===== src/rtl/regfile_pkg.sv =====
// Shared constants, address-width helper and read-source encoding for the
// parametrised register file with registered read ports.
package regfile_pkg;

    localparam int DEF_WIDTH  = 46;
    localparam int DEF_DEPTH  = 4;
    localparam int DEF_NUM_RD = 2;

    typedef enum logic [1:0] {
        SRC_ZERO,
        SRC_BYPASS,
        SRC_MEM,
        SRC_ERR
    } rd_src_e;

    // A single-entry file still needs one address bit so that address 1 can be flagged.
    function automatic int addr_width(input int depth);
        return (depth <= 2) ? 1 : $clog2(depth);
    endfunction

endpackage


===== src/rtl/regfile_rd_port.sv =====
// One registered read port: decodes the address, picks the source and
// registers data, valid and error flags with one cycle of latency.
module regfile_rd_port
    import regfile_pkg::*;
#(
    parameter int WIDTH    = DEF_WIDTH,
    parameter int DEPTH    = DEF_DEPTH,
    parameter int AW       = 2,
    parameter bit BYPASS   = 1'b1,
    parameter bit ZERO_REG = 1'b0
) (
    input  logic             clk,
    input  logic             rst,
    input  logic             i_rd_en,
    input  logic [AW-1:0]    i_rd_addr,
    input  logic             i_wr_legal,
    input  logic [AW-1:0]    i_wr_addr,
    input  logic [WIDTH-1:0] i_wr_data,
    input  logic [WIDTH-1:0] i_mem [DEPTH],
    output logic [WIDTH-1:0] o_rd_data,
    output logic             o_rd_valid,
    output logic             o_rd_err
);

    rd_src_e          w_src;
    logic [WIDTH-1:0] w_mem_word;
    logic [WIDTH-1:0] w_sel;
    logic [WIDTH-1:0] r_data;
    logic             r_valid;
    logic             r_err;

    always_comb begin
        w_mem_word = '0;
        for (int i = 0; i < DEPTH; i++) begin
            if (i_rd_addr == AW'(i)) begin
                w_mem_word = i_mem[i];
            end
        end
    end

    // Range check first, then the hardwired zero, then the same-cycle write.
    always_comb begin
        w_src = SRC_MEM;
        if (32'(i_rd_addr) >= 32'(DEPTH)) begin
            w_src = SRC_ERR;
        end else if (ZERO_REG && i_rd_addr == '0) begin
            w_src = SRC_ZERO;
        end else if (BYPASS && i_wr_legal && i_wr_addr == i_rd_addr) begin
            w_src = SRC_BYPASS;
        end
    end

    always_comb begin
        w_sel = '0;
        case (w_src)
            SRC_BYPASS: w_sel = i_wr_data;
            SRC_MEM:    w_sel = w_mem_word;
            default:    w_sel = '0;
        endcase
    end

    always_ff @(posedge clk) begin
        if (rst) begin
            r_data  <= '0;
            r_valid <= 1'b0;
            r_err   <= 1'b0;
        end else begin
            r_valid <= i_rd_en;
            r_err   <= i_rd_en && (w_src == SRC_ERR);
            if (i_rd_en) begin
                r_data <= w_sel;
            end
        end
    end

    assign o_rd_data  = r_data;
    assign o_rd_valid = r_valid;
    assign o_rd_err   = r_err;

endmodule


===== src/rtl/regfile_read_mux_n.sv =====
// Register file with one synchronous write port and NUM_RD independent
// registered read ports; sits between writeback and operand fetch.
module regfile_read_mux_n
    import regfile_pkg::*;
#(
    parameter int WIDTH    = DEF_WIDTH,
    parameter int DEPTH    = DEF_DEPTH,
    parameter int NUM_RD   = DEF_NUM_RD,
    parameter bit BYPASS   = 1'b1,
    parameter bit ZERO_REG = 1'b0,
    localparam int AW      = addr_width(DEPTH)
) (
    input  logic                    clk,
    input  logic                    rst,
    input  logic                    wr_en,
    input  logic [AW-1:0]           wr_addr,
    input  logic [WIDTH-1:0]        wr_data,
    input  logic [NUM_RD-1:0]       rd_en,
    input  logic [NUM_RD*AW-1:0]    rd_addr,
    output logic [NUM_RD*WIDTH-1:0] rd_data,
    output logic [NUM_RD-1:0]       rd_valid,
    output logic [NUM_RD-1:0]       rd_err
);

    logic [WIDTH-1:0] r_mem [DEPTH];
    logic             w_wr_legal;

    // Out-of-range writes and writes to a hardwired-zero entry are dropped here,
    // so the read ports can trust this flag for bypass as well.
    assign w_wr_legal = wr_en && (32'(wr_addr) < 32'(DEPTH)) && !(ZERO_REG && wr_addr == '0);

    always_ff @(posedge clk) begin
        if (rst) begin
            for (int i = 0; i < DEPTH; i++) begin
                r_mem[i] <= '0;
            end
        end else begin
            for (int i = 0; i < DEPTH; i++) begin
                if (w_wr_legal && wr_addr == AW'(i)) begin
                    r_mem[i] <= wr_data;
                end
            end
        end
    end

    genvar gi;
    generate
        for (gi = 0; gi < NUM_RD; gi++) begin : g_rd
            regfile_rd_port #(
                .WIDTH    (WIDTH),
                .DEPTH    (DEPTH),
                .AW       (AW),
                .BYPASS   (BYPASS),
                .ZERO_REG (ZERO_REG)
            ) u_port (
                .clk        (clk),
                .rst        (rst),
                .i_rd_en    (rd_en[gi]),
                .i_rd_addr  (rd_addr[gi*AW +: AW]),
                .i_wr_legal (w_wr_legal),
                .i_wr_addr  (wr_addr),
                .i_wr_data  (wr_data),
                .i_mem      (r_mem),
                .o_rd_data  (rd_data[gi*WIDTH +: WIDTH]),
                .o_rd_valid (rd_valid[gi]),
                .o_rd_err   (rd_err[gi])
            );
        end
    endgenerate

endmodule


===== config.mk =====
export PLATFORM = sky130hd
export DESIGN_NAME = regfile_read_mux_n
export DESIGN_NICKNAME = d
export VERILOG_FILES = /design/src/rtl/regfile_pkg.sv /design/src/rtl/regfile_rd_port.sv /design/src/rtl/regfile_read_mux_n.sv
export SDC_FILE = /design/constraint.sdc
export NUM_CORES = 1
export LEC_CHECK = 0
export ABC_AREA = 1
export CAP_MARGIN = 10
export CORE_MARGIN = 2
export CORE_UTILIZATION = 64
export DETAILED_ROUTE_END_ITERATION = 8
export DONT_BUFFER_PORTS = 1
export GPL_ROUTABILITY_DRIVEN = 0
export PLACE_DENSITY = 0.79
export SYNTH_ARGS = -nofsm -noshare
export SYNTH_HDL_FRONTEND = slang
export SYNTH_HIERARCHICAL = 1
export SYNTH_SLANG_ARGS = --single-unit

===== constraint.sdc =====
create_clock -name clk -period 2 [get_ports clk]
set_input_delay 0.4 -clock clk [delete_from_list [all_inputs] [get_ports clk]]
set_output_delay 0.4 -clock clk [all_outputs]
set_load 0.01 [all_outputs]

* Word-level counts from Yosys, hierarchy flattened
Index checks and enable logic that the tools add are counted.
Word-level totals: word-level logic and storage cells 50, flip-flop bits (word level) 280
Cells by class: mux-type cells 12, eq/ne operators 17, reduce and logical (&&, ||, !) cells 11
Operators with widths (count):
- 46-bit two-way mux | 8
- 46-bit one-hot mux with 2 select lines | 2
- 2-bit equality test, second input constant | 10
- 2-bit by 1-bit equality test with 1-bit output, second input constant | 5
- 1-bit logical AND | 8
- 2-bit zero test | 3
- 2-bit equality test | 2
- 2-bit two-way mux | 2

* Longest topological paths before layout
word-level depth 6, depth in mapped cells 11, gate-level depth less buffers 10

* Modules after synthesis
The synthesis kept the hierarchy.
By module, submodules not included:
- regfile_read_mux_n | cells an instance 1181, area an instance 7604.8 µm², times used 1, seq. area each 3683.5 µm²
- regfile_rd_port | cells an instance 622, area an instance 3638.5 µm², times used 2, seq. area each 940.9 µm²

* Least setup slack after synthesis
Ideal clock, no wire load.
path kind input port to flip-flop, from input port rd_addr[0], to register g_rd[0].u_port.r_data[12], setup slack 502 ps, setup time 117 ps, data arrival time 1381 ps, cell stages on the path 10, cell sequence buf_4 > nand2_1 > nand2_1 > nor2_4 > nand2_2 > inv_2 > buf_2 > nor2_1 > nor2_1 > nor2_1
Between the ends: longest elaborated chain between the ends 6, elaborated cells on any way between the ends 14
RTL lines:
- from (decl) | RTL line regfile_read_mux_n.sv:19 | input logic [NUM_RD*AW-1:0] rd_addr,
- 2-bit zero test | RTL line regfile_rd_port.sv:35 | if (i_rd_addr == AW'(i)) begin
- 46-bit two-way mux (4 in a row) | RTL line regfile_rd_port.sv:35
- 46-bit one-hot mux with 2 select lines (*) | RTL line regfile_rd_port.sv:55 | case (w_src)
- to (signal assigned) | RTL line regfile_rd_port.sv:71 | r_data <= w_sel;
- to (decl) | RTL line regfile_rd_port.sv:28 | logic [WIDTH-1:0] r_data;
Mark *: on every way between the ends. The rest lies on a longest branch, timed or not. A chain may end at the register's enable or synchronous reset.

* Final worst setup path
from input port rd_addr[2], to register g_rd[1].u_port.r_data[2]
Between the ends: longest elaborated chain between the ends 6, elaborated cells on any way between the ends 14
RTL lines (RTL line):
- 2-bit zero test | regfile_rd_port.sv:35
- 46-bit two-way mux (4 in a row) | regfile_rd_port.sv:35
- 46-bit one-hot mux with 2 select lines (*) | regfile_rd_port.sv:55
- to (signal assigned) | regfile_rd_port.sv:71
- to (decl) | regfile_rd_port.sv:28
Marks and branches as above.

==> impl_metrics.yaml <==
sta:
  fin_crit_sh_pct: 81.0
  slew_headroom_pct: 59.6
  tightest_slew_ns: 0.603
  final.setup.tns_ns: 0
  final_hold_viol_count: 1
  min_period_ns: 1.62
  rsz0062_at_grt: "false"
  maxSlewViolCount: 0
  fin_skew_ns: 0.0127
  fmax_mhz: 617
  hold_ws_ns: -0.000706
  setup_violations: 0
clock_tree:
  clk_latency_ns: 0.56
  cts_buffer_depth: 3
  h-tree-depth: 1
  path_clk_slew_ns: 0.06
  cts_sinks: 278
  cts_buffers: 30
  post_cts_buffers: 0
  cts_tree: "yes"
  cts_root_buf: "clkbuf_16"
min_path:
  hp-class: "primary input to register"
  min_path_cells: 2
  min_to: "r_mem[128]"
  min_from: "wr_data[36]"
worst_setup_path:
  cp-end-kind: "register"
  r2r_end: "g_rd[1].u_port/o_rd_data[2]"
  start_kind: "primary input"
  regToRegSetupSlack_ns: 0.42
  crit_buf_inv: 2
  cp_slowest_cell: "dlygate4sd3_1"
  cpLargestDelayFamily: "buffers and inverters"
  path_max_fanout: 84
  required_ns: 2.45
  worst-r2r-cell-count: 6
  arrival_ns: 2.07
  crit_path_max_incr_delay_ns: 0.57
  crit_chain: "nor2_1 -> nor2_4 -> nand2_2 -> buf_4 -> nand2_1 -> nand3_1 -> a21oi_1 -> dlygate4sd3_1"
  critPathKind: "primary input to register"
  r2r-start: "r_mem[2]"
outcome:
  outcome: "finished, violations left"
  violations: "hold timing"
synth:
  syn_nets: 2482
  ys_types: 21
  synth_area_per_cell_um2: 6.14
  synth-seq-area-share_pct: 37.4
  postSynthCellCount: 2425
  ys_warn_count: 6
  ys_seq_elements: 278
  netlist_area_um2: 14900
die:
  design.core.area_um2: 22700
  die_y_um: 156
  die_x_um: 156
  fp-row-count: 55
  die-area_um2: 24500
  initial_core_util_pct: 65.5
  io_pins: 153
drt:
  first_pass_iters: 6
  drt_iter0_markers: 1757
  post_drt_via_cell_ratio: 5.85
  vias: 15600
  drt-total-wl_um: 47700
  postRouteAntennaNets: 0
  wl_per_cell_um: 17.8
  drc: 0
finish:
  multi_input_area_um2: 7860
  drive_gt1_share_pct: 7.12
  nNetsFinal: 2426
  area.growth.synth_to_final_pct: 10.4
  ff_latch_area_um2: 5570
  finish.utilization_pct: 72.3
  fill_cells: 1913
global_route:
  antenna_found_initial: 1
  grt_max_degree: 98
  grt_usage_pct: 38.4
  grt_pass1_vias: 14800
  overflow: 0
  grt_pass1_wl_um: 75700
run:
  max-cap-violations: 0
power_and_ir_drop:
  power.density_nw_per_um2: 822
  p_leak_nw: 7.79
  vdd_drop_max_v: 0.000573
  fin_total_pwr_mw: 13.5
placed_design:
  dpl.hpwl_um: 26100
  io_buffer_count: 0
[synthesized netlist by cell type (all sizes together)]
library cell | instances | area, um^2
a21oi | 112 | 561
buf | 100 | 508
clkbuf | 76 | 285
clkinv | 2 | 7.51
conb | 2 | 7.51
dfxtp | 278 | 5570
inv | 195 | 732
nand2 | 698 | 2630
nand3 | 273 | 1370
nand3b | 66 | 495
nor2 | 411 | 1560
o21ai | 144 | 721
or2 | 66 | 413
xnor2 | 2 | 32.5
[area by class of cell]
type,count,area share (%)
Timing Repair Buffer,88,5.70
Multi-Input combinational cell,1774,47.9
Tap cell,285,2.17
Sequential cell,278,33.9
Inverter,197,4.52
Clock inverter,8,0.411
Antenna cell,2,0.0305
Clock buffer,43,5.42
[repair_timing]
| item | 4_1_cts | 5_1_grt |
|---|---|---|
| hold endpoints to repair | 198 | 0 |
| hold buffers | 48 | 0 |
| gates resized for setup | 0 | 0 |
[sequential cells by signal, summed over array words and instances (netlist names)]
register,cells
g_rd.u_port/o_rd_data,92
g_rd.u_port/o_rd_valid,2
r_mem,184
[per-layer routing]
metal | vias up | GRT usage [%] | share of wire [%]
met5 | - | 0 | 0
met4 | 0 | 19.3 | 4.1
met3 | 180 | 8.03 | 10
met2 | 913 | 64.8 | 47
met1 | 7098 | 46.4 | 38
li1 | 7451 | - | -
[layout by cell type (no fill, tap or decap), types with 2 or more instances in the layout]
master         instances
nand3b_1              66
a21oi_1              112
nand2_1              696
nand3_1              270
clkbuf_8               7
dfxtp_1              278
buf_4                 29
buf_12                11
nor2_1               406
clkinv_1               2
nor2_4                 5
inv_1                190
or2_2                 66
clkbuf_1               5
nand2_2                2
diode_2                2
xnor2_4                2
nand3_4                3
clkbuf_16             31
o21ai_0              128
conb_1                 2
dlygate4sd3_1         47
o21ai_1               16
clkinv_2               6
inv_2                  4
[worst reg2reg max path, cell delays in order (launching register included)]
cell	delay [ns]
dfxtp_1	0.31
or2_2	0.28
nand2_1	0.10
nand2_1	0.07
nand3_1	0.08
a21oi_1	0.06
dlygate4sd3_1	0.57
[logic make-up after synthesis]
logic type,synth area share (%)
and+or+nand+nor,43.4
AOI/OAI and AO/OA,8.61
buffers and inverters,10.3
xor gates and xnor gates,0.219
other,0.0505
DFF,37.4
[report_power, final]
| group | switching (mW) | leakage [nW] | total [mW] | internal (mW) |
|---|---|---|---|---|
| clock | 2.28 | 0.476 | 5.46 | 3.18 |
| combinational | 1.17 | 5.04 | 1.87 | 0.701 |
| sequential | 0.300 | 2.28 | 6.17 | 5.87 |
| total | 3.75 | 7.79 | 13.5 | 9.75 |
[worst max-delay path by stage]
stage                     from                           end  cells past startpoint
floorplan           rd_addr[0]  g_rd[0].u_port/o_rd_data[12]                     10
global placement    wr_addr[0]  g_rd[1].u_port/o_rd_data[12]                     10
detailed placement  wr_addr[0]  g_rd[1].u_port/o_rd_data[12]                     10
CTS                   r_mem[2]   g_rd[1].u_port/o_rd_data[2]                      6
global route        wr_addr[0]   g_rd[1].u_port/o_rd_data[2]                      9
finish              rd_addr[2]   g_rd[1].u_port/o_rd_data[2]                      8
[metrics by stage]
stage	instance area, um^2	instances	setup slack, ns
2_1_floorplan	14900	2425	0.502
3_3_place_gp	15000	2574	0.392
3_5_place_dp	15000	2574	0.345
4_1_cts	16400	2673	0.443
5_1_grt	16400	2674	0.353
6_report	16400	2675	0.380
Note: power is estimated with default switching activity, not from simulation.
